## src/rtl/reg_pkg.sv

```systemverilog
// Shared rename-recovery types: recovery sequencer states, default sizing and
// physical/architectural register index types.
package reg_pkg;

    localparam int NUM_PHYS_REGS       = 64;
    localparam int NUM_ARCH_REGS       = 32;
    localparam int RECOVERY_COPY_WIDTH = 4;

    localparam int PREG_W = $clog2(NUM_PHYS_REGS);
    localparam int AREG_W = $clog2(NUM_ARCH_REGS + 1);

    typedef logic [PREG_W-1:0] preg_idx_t;
    typedef logic [AREG_W-1:0] areg_idx_t;

    typedef enum logic [2:0] {
        IDLE,
        DRAIN,
        COPY,
        REBUILD,
        DONE
    } rat_recovery_state_e;

endpackage

```

## src/rtl/rat_recovery_free_scan.sv

```systemverilog
// Combinational free-list rebuild lanes: lane k offers physical register p+k
// to the FRL when no committed mapping points at it.
module rat_recovery_free_scan #(
    parameter int NUM_PHYS_REGS = 64,
    parameter int COPY_WIDTH    = 4,
    parameter int PCNT_W        = $clog2(NUM_PHYS_REGS + 1),
    parameter int PW            = $clog2(NUM_PHYS_REGS)
) (
    input  logic                             scan_en,
    input  logic [PCNT_W-1:0]                pcnt,
    input  logic [NUM_PHYS_REGS-1:0]         mapped,
    output logic [COPY_WIDTH-1:0]            push_valid,
    output logic [COPY_WIDTH-1:0][PW-1:0]    push_preg
);

    always_comb begin
        push_valid = '0;
        push_preg  = '0;
        if (scan_en) begin
            for (int k = 0; k < COPY_WIDTH; k++) begin
                // Lanes past the end of the register file belong to a partial final chunk.
                if (int'(pcnt) + k < NUM_PHYS_REGS) begin
                    if (!mapped[PW'(int'(pcnt) + k)]) begin
                        push_valid[k] = 1'b1;
                        push_preg[k]  = PW'(int'(pcnt) + k);
                    end
                end
            end
        end
    end

endmodule

```

## src/rtl/rat_recovery_ctrl.sv

```systemverilog
// Flush recovery sequencer: drain commits, copy RRAT (GPRs + NZCV) into the RAT,
// then rebuild the FRL from unmapped pregs. Optional stats: RAT_RECOVERY_STATS_EN.
module rat_recovery_ctrl #(
    parameter int NUM_PHYS_REGS = reg_pkg::NUM_PHYS_REGS,
    parameter int NUM_ARCH_REGS = reg_pkg::NUM_ARCH_REGS,
    parameter int COPY_WIDTH    = reg_pkg::RECOVERY_COPY_WIDTH,
    parameter int PW            = $clog2(NUM_PHYS_REGS),
    parameter int AW            = $clog2(NUM_ARCH_REGS + 1)
) (
    input  logic                          clk,
    input  logic                          rst,
    input  logic                          flush_req,
    input  logic                          commit_busy,
    output logic                          stall_rename,
    output logic [COPY_WIDTH-1:0][AW-1:0] rrat_rd_idx,
    input  logic [COPY_WIDTH-1:0][PW-1:0] rrat_rd_data,
    output logic [COPY_WIDTH-1:0]         rat_wr_valid,
    output logic [COPY_WIDTH-1:0][AW-1:0] rat_wr_idx,
    output logic [COPY_WIDTH-1:0][PW-1:0] rat_wr_preg,
    output logic                          frl_clear,
    output logic [COPY_WIDTH-1:0]         frl_push_valid,
    output logic [COPY_WIDTH-1:0][PW-1:0] frl_push_preg,
`ifdef RAT_RECOVERY_STATS_EN
    output logic [15:0]                   recovery_count,
    output logic [15:0]                   last_recovery_cycles,
`endif
    output logic                          recovery_done
);

    import reg_pkg::*;

    localparam int ACNT_W = $clog2(NUM_ARCH_REGS + 2);
    localparam int PCNT_W = $clog2(NUM_PHYS_REGS + 1);

    rat_recovery_state_e        state_q, state_d;
    logic [ACNT_W-1:0]          acnt_q, acnt_d;
    logic [PCNT_W-1:0]          pcnt_q, pcnt_d;
    logic [NUM_PHYS_REGS-1:0]   mapped_q, mapped_d;
    logic                       scan_en;

    assign stall_rename = (state_q != IDLE);

    always_comb begin
        state_d       = state_q;
        acnt_d        = acnt_q;
        pcnt_d        = pcnt_q;
        mapped_d      = mapped_q;
        rrat_rd_idx   = '0;
        rat_wr_valid  = '0;
        rat_wr_idx    = '0;
        rat_wr_preg   = '0;
        frl_clear     = 1'b0;
        recovery_done = 1'b0;
        scan_en       = 1'b0;
        case (state_q)
            IDLE: begin
                if (flush_req) begin
                    state_d  = DRAIN;
                    acnt_d   = '0;
                    pcnt_d   = '0;
                    mapped_d = '0;
                end
            end
            DRAIN: begin
                if (!commit_busy) state_d = COPY;
            end
            COPY: begin
                frl_clear = (acnt_q == '0);
                for (int k = 0; k < COPY_WIDTH; k++) begin
                    if (int'(acnt_q) + k <= NUM_ARCH_REGS) begin
                        rrat_rd_idx[k]  = AW'(int'(acnt_q) + k);
                        rat_wr_valid[k] = 1'b1;
                        rat_wr_idx[k]   = AW'(int'(acnt_q) + k);
                        rat_wr_preg[k]  = rrat_rd_data[k];
                        // Duplicate mappings simply re-set the same bit.
                        mapped_d[rrat_rd_data[k]] = 1'b1;
                    end
                end
                if (int'(acnt_q) + COPY_WIDTH > NUM_ARCH_REGS) state_d = REBUILD;
                else acnt_d = acnt_q + ACNT_W'(COPY_WIDTH);
            end
            REBUILD: begin
                scan_en = 1'b1;
                if (int'(pcnt_q) + COPY_WIDTH >= NUM_PHYS_REGS) state_d = DONE;
                else pcnt_d = pcnt_q + PCNT_W'(COPY_WIDTH);
            end
            DONE: begin
                recovery_done = 1'b1;
                state_d       = IDLE;
            end
            default: state_d = IDLE;
        endcase
    end

    always_ff @(posedge clk) begin
        if (rst) begin
            state_q  <= IDLE;
            acnt_q   <= '0;
            pcnt_q   <= '0;
            mapped_q <= '0;
        end else begin
            state_q  <= state_d;
            acnt_q   <= acnt_d;
            pcnt_q   <= pcnt_d;
            mapped_q <= mapped_d;
        end
    end

    rat_recovery_free_scan #(
        .NUM_PHYS_REGS (NUM_PHYS_REGS),
        .COPY_WIDTH    (COPY_WIDTH),
        .PCNT_W        (PCNT_W),
        .PW            (PW)
    ) u_free_scan (
        .scan_en    (scan_en),
        .pcnt       (pcnt_q),
        .mapped     (mapped_q),
        .push_valid (frl_push_valid),
        .push_preg  (frl_push_preg)
    );

`ifdef RAT_RECOVERY_STATS_EN
    logic [15:0] rec_cnt_q, rec_cnt_d;
    logic [15:0] cyc_cnt_q, cyc_cnt_d;
    logic [15:0] last_cyc_q, last_cyc_d;

    function automatic logic [15:0] sat_inc16(input logic [15:0] v);
        return (v == 16'hFFFF) ? v : v + 16'd1;
    endfunction

    // cyc_cnt_q holds the 1-based cycle number of the current recovery cycle.
    always_comb begin
        rec_cnt_d  = rec_cnt_q;
        cyc_cnt_d  = cyc_cnt_q;
        last_cyc_d = last_cyc_q;
        if (state_q == IDLE) begin
            if (flush_req) cyc_cnt_d = 16'd1;
        end else begin
            cyc_cnt_d = sat_inc16(cyc_cnt_q);
        end
        if (state_q == DONE) begin
            rec_cnt_d  = sat_inc16(rec_cnt_q);
            last_cyc_d = cyc_cnt_q;
        end
    end

    always_ff @(posedge clk) begin
        if (rst) begin
            rec_cnt_q  <= '0;
            cyc_cnt_q  <= '0;
            last_cyc_q <= '0;
        end else begin
            rec_cnt_q  <= rec_cnt_d;
            cyc_cnt_q  <= cyc_cnt_d;
            last_cyc_q <= last_cyc_d;
        end
    end

    assign recovery_count       = rec_cnt_q;
    assign last_recovery_cycles = last_cyc_q;
`endif

endmodule

```

## config.mk

```make
export PLATFORM = sky130hd
export DESIGN_NAME = rat_recovery_ctrl
export DESIGN_NICKNAME = d
export VERILOG_FILES = /design/src/rtl/reg_pkg.sv /design/src/rtl/rat_recovery_free_scan.sv /design/src/rtl/rat_recovery_ctrl.sv
export SDC_FILE = /design/constraint.sdc
export NUM_CORES = 1
export LEC_CHECK = 0
export CELL_PAD_IN_SITES_DETAIL_PLACEMENT = 0
export CELL_PAD_IN_SITES_GLOBAL_PLACEMENT = 2
export CORE_ASPECT_RATIO = 1.5
export CORE_MARGIN = 1
export CORE_UTILIZATION = 33
export DETAILED_ROUTE_END_ITERATION = 16
export GPL_ROUTABILITY_DRIVEN = 1
export PLACE_DENSITY_LB_ADDON = 0.12
export SLEW_MARGIN = 0
export SYNTH_ARGS = -nofsm -noshare
export SYNTH_HDL_FRONTEND = slang
export SYNTH_HIERARCHICAL = 1
export SYNTH_SLANG_ARGS = --single-unit
```

## constraint.sdc

```tcl
create_clock -name clk -period 3.8 [get_ports clk]
set_clock_uncertainty 0.15 [all_clocks]
set_input_delay 0.95 -clock clk [delete_from_list [all_inputs] [get_ports clk]]
set_output_delay 0.95 -clock clk [all_outputs]
set_load 0.01 [all_outputs]
```

; ---- Word level (Yosys, flattened, before mapping)
; Cells that the tools add are included.
[word_totals]
register_bits = 80
in_bits = 28
output_inout_bits = 107
word_cells = 139
[classes]
addsub = 10
n_lt_le_gt_ge = 22
eq_ne = 10
n_mux = 76
bitwise_logic = 4
reduce_logical = 13
[op_table]
columns = operator, n
row1 = 64-bit 2-to-1 mux, 8
row2 = 64-bit OR, 4
row3 = 64-bit one-hot mux with 2 select lines, 1
row4 = 6-bit 2-to-1 mux, 18
row5 = 32-bit by 7-bit less-or-equal comparator with 1-bit output (second input constant), 3
row6 = 32-bit by 8-bit less-than comparator with 1-bit output (second input constant), 3
row7 = 24-bit 2-to-1 mux, 3
row8 = 6-bit by 8-bit less-than comparator with 1-bit output (second input constant), 4
row9 = 6-bit by 7-bit less-than comparator with 1-bit output (second input constant), 4
row10 = 1-bit 2-to-1 mux, 27
row11 = 1-bit binary-select mux with 6-bit select, 4
row12 = 1-bit demux with 6-bit select, 4
row13 = 6-bit by 1-bit greater-or-equal comparator with 1-bit output (second input constant), 4
row14 = 7-bit by 2-bit adder with 8-bit output (second input constant), 2
row15 = 6-bit by 2-bit adder with 7-bit output (second input constant), 2
row16 = 7-bit 2-to-1 mux, 2
row17 = 7-bit one-hot mux with 2 select lines, 1
row18 = 3-bit 2-to-1 mux, 4
row19 = 2-bit != test (second input constant), 6
row20 = 3-bit one-hot mux with 4 select lines, 1
row21 = 6-bit one-hot mux with 2 select lines, 1
row22 = 7-bit by 1-bit adder with 8-bit output (second input constant), 1
row23 = 7-bit by 3-bit adder with 8-bit output (second input constant), 1
row24 = 8-bit by 7-bit greater-or-equal comparator with 1-bit output (second input constant), 1
row25 = 19 further kinds, 26

; ---- Logic depth before layout (Yosys ltp)
[depth]
word_depth = 16
ltp_mapped = 12
mapped_depth_nobuf = 8

; ---- Cells and area by module
; The synthesis kept the hierarchy.
[by_module_without_submodules]
columns = module, n_inst, cells_each, area_per_inst_um2, seq_area_each_um2
row1 = rat_recovery_ctrl, 1, 708, 5382.7, 1521.5
row2 = rat_recovery_free_scan, 1, 280, 2812.7, 0.0

; ---- Worst setup path before layout
; OpenSTA, ideal clock, no wires.
[synth_timing]
kind = reg2out
from = register pcnt_q[2]
to = output port frl_push_preg[13] (netlist bit)
arrival_ns = 2.280
required_time_ns = 2.700
slack_ns = 0.420
stages_incl_launch_ff = 8
path_buffers = 1
cell_sequence = dfxtp_1 -> ha_1 -> clkbuf_1 -> mux4_2 -> mux2_2 -> a2111o_1 -> o32a_4 -> nor2_2
[synth_rtl]
columns = item, line
row1 = "start, declared", rat_recovery_ctrl.sv:37  ; logic [PCNT_W-1:0] pcnt_q, pcnt_d;
row2 = "start signal, assigned", rat_recovery_ctrl.sv:104  ; pcnt_q <= pcnt_d;
row3 = "end, declared", rat_recovery_ctrl.sv:22  ; output logic [COPY_WIDTH-1:0][PW-1:0] frl_push_preg,

==> results.json <==
{
  "cp_cell_sequence": "buf_4 > buf_4 > xor2_2 > mux2i_2 > nand2_1 > o21ai_0 > a22oi_1 > nor2_1 > clkdlybuf4s50_1",
  "finalPower_w": 0.00220,
  "vias_per_cell": 5.86,
  "insertion_delay_ns": 0.35,
  "finalWeightedCongestion": 0.938,
  "avgSynthCellArea_sq_um": 8.29,
  "r2r_cells": 6,
  "yosysSeqAreaShare_pct": 18.6,
  "rrSetupSlack_ns": 1.15,
  "clkSinkCount": 76,
  "crit_top_cell": "buf_4",
  "overflow": 0,
  "port_buffers": 116,
  "setup_slack_ns": 0.102,
  "nets": 1122,
  "synth-simple-area-share_pct": 23.6,
  "place_ws_ns": 0.108,
  "crit_path_end_kind": "primary output",
  "htree_levels": 3,
  "yosysMostFrequentCell": "o21ai_0",
  "fin_crit_ns": 3.70,
  "synth_top_area_cell": "dfxtp_1",
  "synthDistinctLibCells": 79,
  "netlist_top_cells_area": "dfxtp_1 (19%), mux4_2 (15%), o21ai_0 (7.0%)",
  "grt_antenna_before_repair": 0,
  "start_util_pct": 33.7,
  "drc": 0,
  "vdd_ir_drop_max_mv": 0.230,
  "design_area_sq_um": 10100,
  "worstPathRequired_ns": 2.70,
  "vias": 8286,
  "hold_path_class": "flip-flop to flip-flop",
  "arrival_ns": 2.60,
  "cp_slowest_cell": "clkdlybuf4s50_1",
  "fin_crit_sh_pct": 97.3,
  "ys_warn_count": 6,
  "instances_no_fill": 1414,
  "hold_buffers": 0,
  "drive_gt1_share_pct": 20.2,
  "path_clk_slew_ns": 0.06,
  "drt_first_pass_iters": 5,
  "cts_buffers": 9,
  "synth-compound-area-share_pct": 25.0,
  "ys_async_sr_fraction_pct": 0,
  "slew_violations": 0,
  "grt_pass1_vias": 7979,
  "setup_violations": 0,
  "leakagePower_nw": 3.38,
  "synth_ff_type": "dfxtp_1",
  "root_buffer": "clkbuf_16",
  "startpoint_type": "flip-flop",
  "fp-row-count": 70,
  "synth_cells": 988,
  "routed_wl_microns": 32100,
  "hpwl_microns": 24300,
  "whs_path_depth": 2,
  "core_sq_um": 24300,
  "reg2reg_to": "mapped_q[40]",
  "wl_per_cell_microns": 22.7,
  "drtIter0Drc": 576,
  "power_density_nw_per_um2": 218,
  "diodes": 0,
  "cap_violations": 0,
  "grt_pass1_wl_microns": 48900,
  "yosys.area_share.adder_pct": 1.22,
  "die_y_microns": 195,
  "ys_seq_elements": 76,
  "synth_xor_area_share_pct": 1.88,
  "slew_headroom_pct": 49.1,
  "syn_area_sq_um": 8200,
  "rsz0062_at_grt": "no",
  "synth_commonest_cells": "o21ai_0 (115), nor2_1 (95), dfxtp_1 (76), o22ai_1 (66), a22oi_1 (62)",
  "dieArea_sq_um": 25500,
  "crit_fanout": 6,
  "synth_mux_area_share_pct": 20.0,
  "dp_cells": 1390,
  "post_dp_cell_area_sq_um": 9660,
  "status": "finished clean",
  "cts_tree": "yes",
  "die_x_microns": 131,
  "clock.fmax_mhz": 270,
  "globalRouteTotalUtil_pct": 25.4,
  "cp_slowest_stage_delay_ns": 0.58,
  "synth_edf_count": 0,
  "min-delay-start": "acnt_q[4]",
  "crit_type": "flip-flop to primary output",
  "yosysTopAreaCellShare_pct": 18.6,
  "ant_nets": 0,
  "nFillCells": 2557,
  "area_delta_synth_final_pct": 22.9,
  "io_pins": 135,
  "reg2reg_from": "state_q[1]",
  "grt_start_max_net_pins": 68,
  "synth_top_family_by_area": "compound AO/OA/AOI/OAI gates",
  "clockBufferDepth": 2,
  "worstMarginPinSlew_ns": 0.762,
  "finalHoldViolCount": 0,
  "hold_path_end": "acnt_q[4]"
}
-- worst max path at each step --
stage,startpoint,to,slack [ns],depth (start not counted)
detailed placement,pcnt_q[2],frl_push_preg[14],0.11,9
floorplan,pcnt_q[2],frl_push_preg[13],0.42,7
global route,mapped_q[0],frl_push_preg[4],0.01,7
CTS,pcnt_q[2],frl_push_preg[14],-0.02,10
finish,pcnt_q[2],frl_push_preg[22],0.10,9
global placement,pcnt_q[2],frl_push_preg[13],0.15,7
-- logic make-up after synthesis --
group,after synthesis
adders and majority gates,8
other,1
AOI/OAI and AO/OA,317
muxes,94
and+or+nand+nor,329
xor gates and xnor gates,15
DFF,76
buffers and inverters,148
-- where the power goes --
| group | internal [W] | switching, W |
|---|---|---|
| Clock | 0.000472 | 0.000350 |
| Sequential | 0.000805 | 0.0000100 |
| Combinational | 0.000223 | 0.000340 |
| Total | 0.00150 | 0.000700 |
-- metrics by stage --
step	hold slack, ns	TNS [ns]	util [%]
after detailed placement	0.360	0	39.7
after global placement	0.348	0	39.7
final	0.361	0	41.4
after CTS	0.370	-0.0159	41.4
after floorplan	0.319	0	-
after global routing	0.396	0	41.4
-- final cells by class --
type                            count  area, sq um  area share [%]
Timing Repair Buffer              196         1730            17.2
Inverter                           19         71.3           0.708
Clock inverter                      4         25.0           0.248
Tap cell                          324          405            4.03
Multi-Input combinational cell    784         6060            60.2
Sequential cell                    76         1520            15.1
Clock buffer                       11          253            2.51
-- layout by cell type (no fill, tap or decap), types with 7 or more instances in the layout --
| master | synthesis | routed |
|---|---|---|
| o22ai_1 | 66 | 66 |
| xor2_1 | 8 | 7 |
| nor2_1 | 95 | 95 |
| clkbuf_16 | 0 | 9 |
| a21oi_1 | 15 | 14 |
| inv_1 | 18 | 18 |
| nand2_1 | 44 | 43 |
| nor2b_1 | 12 | 12 |
| mux4_2 | 54 | 54 |
| nand4b_1 | 14 | 14 |
| nor3_1 | 24 | 23 |
| ha_1 | 8 | 7 |
| nand2b_1 | 11 | 11 |
| nand3_1 | 19 | 19 |
| conb_1 | 1 | 21 |
| o21ai_1 | 18 | 17 |
| mux2i_1 | 34 | 31 |
| o21ai_0 | 115 | 115 |
| and2_1 | 25 | 25 |
| clkdlybuf4s50_1 | 0 | 94 |
| nand4_1 | 9 | 9 |
| a22oi_1 | 62 | 62 |
| buf_4 | 40 | 79 |
| dlygate4sd2_1 | 0 | 15 |
| or4b_2 | 11 | 11 |
| dfxtp_1 | 76 | 74 |
| or4bb_1 | 18 | 18 |
-- state kept, by name, indices dropped and copies added (netlist names) --
signal    flops
mapped_q     64
state_q       3
acnt_q        4
pcnt_q        5
-- per-layer routing --
layer	vias to the layer above	track usage, %	share of wire (%)
met5	-	0	0
met4	0	9.62	3.3
met3	57	2.88	4.2
met2	284	45.3	52
met1	4004	30.5	40
li1	3941	-	-
-- repair_timing --
item | CTS | global route
setup buffers | 8 | 1
pin swaps | 4 | 3
gates cloned | 0 | 0
resized for setup | 40 | 12
endpoints found under the setup margin | 23 | 11
-- critical path: cells and delay by family, from the launching register on --
family	cells	cell delay (ns)
buf+inv	3	0.92
mux	1	0.36
flops	1	0.34
simple gates	2	0.18
xor+xnor	1	0.27
compound gates	2	0.17
No activity file was read; power rests on OpenSTA's default activity.
==> variant 1: new RTL, same flow settings <==
`RECOVERY_COPY_WIDTH`: 4 -> 3.
--- a/src/rtl/reg_pkg.sv
+++ b/src/rtl/reg_pkg.sv
@@ -4,7 +4,7 @@
 
     localparam int NUM_PHYS_REGS       = 64;
     localparam int NUM_ARCH_REGS       = 32;
-    localparam int RECOVERY_COPY_WIDTH = 4;
+    localparam int RECOVERY_COPY_WIDTH = 3;
 
     localparam int PREG_W = $clog2(NUM_PHYS_REGS);
     localparam int AREG_W = $clog2(NUM_ARCH_REGS + 1);
Interface: changed (7 resized); port bits go from 135 to 103. No check against the original RTL was run, so the function may have changed too.
==> variant 1 against the unedited design <==
The run now ends with negative setup slack left. Power is 22% higher. Combinational power rose by 72%. Critical path depth grew 1. Wire length decreased by 1.3%. Area after synthesis is 3.4% lower. Final area increased by 1.5%. Sequential share of layout area increased by 0.64 points. Sequential cell count grew 4. Setup slack worse by 140 ps.
==> variant 1: results <==
[place]
gp_congestion = 0.924
hpwlAfterDp_um = 23200
dp.cells = 1275

[logic_synthesis]
ys_seq_elements = 80
synth_compound_area_share_pct = 26.8
ys_types = 93
synthCells = 872
synth_commonest_cells = "80 x dfxtp_1, 53 x nand2_1, 50 x mux4_2"
ys_top_cells_by_area = "dfxtp_1 20%, mux4_2 14%, a22oi_1 4.2%, a21o_1 3.5%, nand4_1 3.5%"
synth_xor_xnor_area_share_pct = 1.88
synthMuxAreaShare_pct = 15.9
synth_fa_ha_area_share_pct = 1.42

[final_layout]
multi_input_cells = 664
drive_above_1_share_pct = 30.9
multi_input_area_share_pct = 57.4
n_all_buffers = 217
buf_share_pct = 19.7
nets = 1019
clock_area_share_pct = 2.67

[sta]
setup_viol = 5
final_critical_path_setup_slack_ps = -33.7
hold_slack_ps = 391
relSlewSlack_pct = 35.8

[worst_hold_path]
min-delay-start = "acnt_q[1]"
hold_end = "acnt_q[1]"

[run_status]
outcome = "finished with violations"
violations = "negative setup slack"

[pwr]
vdd_drop_max_mv = 0.224

[clock_network]
post_cts_resized = 101

[critical_path]
r2r_end = "pcnt_q[3]"
path_max_fanout = 3
reg2reg_slack_ps = 960
timing.rr.start = "pcnt_q[0]"

[global_routing]
grt_pass1_vias = 7769

[routing]
wl_um = 31600
-- variant 1: cell count changes in the layout (fill, tap and decap cells not counted), moves of 20 or more --
cell             change
mux2i_1             -23
a21o_1              +37
o21ai_0            -107
nor2_1              -60
o31ai_1             +27
clkdlybuf4s50_1     -20
conb_1              -21
nand4_1             +35
o22ai_1             -62
-- variant 1: per-layer routing --
layer,track usage [%],up-vias,part of all wire (%)
met4,12.9,0,4.5
met1,31.3,3910,39
met5,0,-,0
met3,2.84,75,6.0
met2,45.2,394,51
li1,-,3641,-
-- variant 1: power groups by stage --
stage	registers [W]	clock network, W	logic (W)
global placement	0.000898	0	0.000900
floorplan	0.000890	0	0.000584
global route	0.000885	0.000879	0.00103
CTS	0.000882	0.000853	0.000936
detailed placement	0.000900	0	0.000905
finish	0.000883	0.000843	0.000969
-- variant 1: worst max-delay path, stage by stage (launching register included) --
cell and delay [ps]:
dfxtp_4 400, ha_4 140, xor2_1 150, buf_4 160, mux4_2 510, a32o_2 300, o31ai_4 250, buf_4 160
nand3_2 70, nor2_2 100, buf_2 130
-- variant 1: how the worst max path moves through the flow --
stage / slack (ps) / depth (start not counted) / end
final: -30 / 10 / frl_push_preg[10]
after global routing: -150 / 10 / frl_push_preg[10]
after CTS: -110 / 10 / frl_push_preg[8]
after detailed placement: -210 / 9 / frl_push_preg[6]
after global placement: -200 / 9 / frl_push_preg[6]
after floorplan: 210 / 8 / frl_push_preg[6]
-- variant 1: stage by stage --
step | cell area, um^2 | setup slack, ps
floorplan | 7920 | 207
global placement | 9400 | -196
detailed placement | 9400 | -206
CTS | 9920 | -106
global route | 10200 | -145
finish | 10200 | -33.7
==> variant 2: new RTL, config.mk and constraints unchanged <==
Without the edit above. Re-encode `rat_recovery_state_e` (5 states) as one-hot, 5 bits wide.
--- a/src/rtl/reg_pkg.sv
+++ b/src/rtl/reg_pkg.sv
@@ -12,12 +12,12 @@
     typedef logic [PREG_W-1:0] preg_idx_t;
     typedef logic [AREG_W-1:0] areg_idx_t;
 
-    typedef enum logic [2:0] {
-        IDLE,
-        DRAIN,
-        COPY,
-        REBUILD,
-        DONE
+    typedef enum logic [4:0] {
+        IDLE    = 5'b00001,
+        DRAIN   = 5'b00010,
+        COPY    = 5'b00100,
+        REBUILD = 5'b01000,
+        DONE    = 5'b10000
     } rat_recovery_state_e;
 
 endpackage
Function: same outputs for any inputs over 10 cycles, from zero or initial values and one cycle with rst high; not proved beyond that.
==> variant 2 against the unedited design <==
Power shrank 6.2%. Wire length grew 2.0%. Setup slack lost 18 ps. First-iteration DRC count shrank 4.5%. Area after synthesis grew 2.7%. Register-to-register slack lost 30 ps. Sequential cell count grew 2. Critical path depth shrank 3. Final area grew 3.1%. Cell count grew 0.64%. Critical endpoint is now frl_push_preg[17].
==> variant 2: results <==
[run_status]
outcome = "finished, final reports clean"

[global_routing]
grt.total_usage_pct = 24.8
grt_use_met1_pct = 31.0
grt_pass1_vias = 7843
met2_usage_pct = 45.0
grt_max_degree = 68
grt_pass1_wl_um = 49900

[logic_synthesis]
synth_fa_ha_area_share_pct = 1.19
async_flop_share_pct = 0
yosys_warnings = 6
ys_top_cells_by_area = "dfxtp_1 19%, mux4_2 14%, a22oi_1 6.0%, a21oi_1 5.9%, a221o_1 4.4%"
synth_commonest_cells = "99 x a21oi_1, 95 x nand2_1, 78 x dfxtp_1"
ys_seq_area_share_pct = 18.6
synth_xor_xnor_area_share_pct = 2.04
synthMuxAreaShare_pct = 19.5
synthCells = 995

[critical_path]
cp_slowest_stage_delay_ps = 540
cp-endpoint = "frl_push_preg[17]"
timing.rr.start = "state_q[3]"
arrival_ps = 2620
crit_family = "multiplexers"
reg2reg_depth = 5
path_max_fanout = 4
r2r_end = "mapped_q[9]"
reg2reg_slack_ps = 1120

[place]
dp_slack_ps = 22.7
dp.cells = 1395
gp_congestion = 0.829
hpwlAfterDp_um = 24500

[routing]
drtIter0Drc = 550
met2_length_um = 16900
wl_per_cell_um = 23.0
wl_met3_um = 1250
num_vias = 8516
vias_per_cell = 5.98

[sta]
fmax_mhz = 269
relSlewSlack_pct = 42.7
hold_slack_ps = 391

[final_layout]
top_regs = "mapped_q x64, pcnt_q x5, state_q x5"
num-fill-cells = 2569
drive_above_1_share_pct = 18.2
area_growth_pct = 23.4

[pwr]
vdd_drop_max_mv = 0.179
variant 2: worst reg2reg max path, delay by kind of cell, from the launching register on:
family	cells	cell delay, ps
AO/OA/AOI/OAI	1	240
AND/OR/NAND/NOR	3	1610
flip-flops	1	390
buffers and inverters	1	240
variant 2: final cells by class:
type                            count  share of cell area, %
Clock buffer                       10                   2.21
Clock inverter                      6                  0.446
Inverter                           16                  0.578
Multi-Input combinational cell    783                   60.1
Sequential cell                    78                   15.1
Tap cell                          328                   3.95
Timing Repair Buffer              202                   17.7
variant 2: what timing repair did:
item,4_1_cts,5_1_grt
setup buffers,5,7
hold buffers,0,0
pin swaps,9,1
endpoints found under the setup margin,22,16
gates resized for setup,37,13
variant 2: power breakdown:
group | internal (W) | total (W) | switching (W)
sequential | 0.000820 | 0.000822 | 0.00000296
clock | 0.000447 | 0.000824 | 0.000377
combinational | 0.000154 | 0.000418 | 0.000264
variant 2: logic make-up after synthesis:
logic type	count (synthesis)
buffers and inverters	154
AO/OA/AOI/OAI	313
XOR/XNOR	17
multiplexers	94
adder cells (fa/ha/maj)	8
flip-flops	78
other	1
AND/OR/NAND/NOR	330
variant 2: how the worst min path moves through the flow:
stage	startpoint	to	cells after the start
6_report	mapped_q[25]	mapped_q[25]	1
5_1_grt	mapped_q[17]	mapped_q[17]	1
4_1_cts	mapped_q[25]	mapped_q[25]	1
3_5_place_dp	mapped_q[25]	mapped_q[25]	1
3_3_place_gp	mapped_q[30]	mapped_q[30]	1
2_1_floorplan	pcnt_q[4]	pcnt_q[4]	2
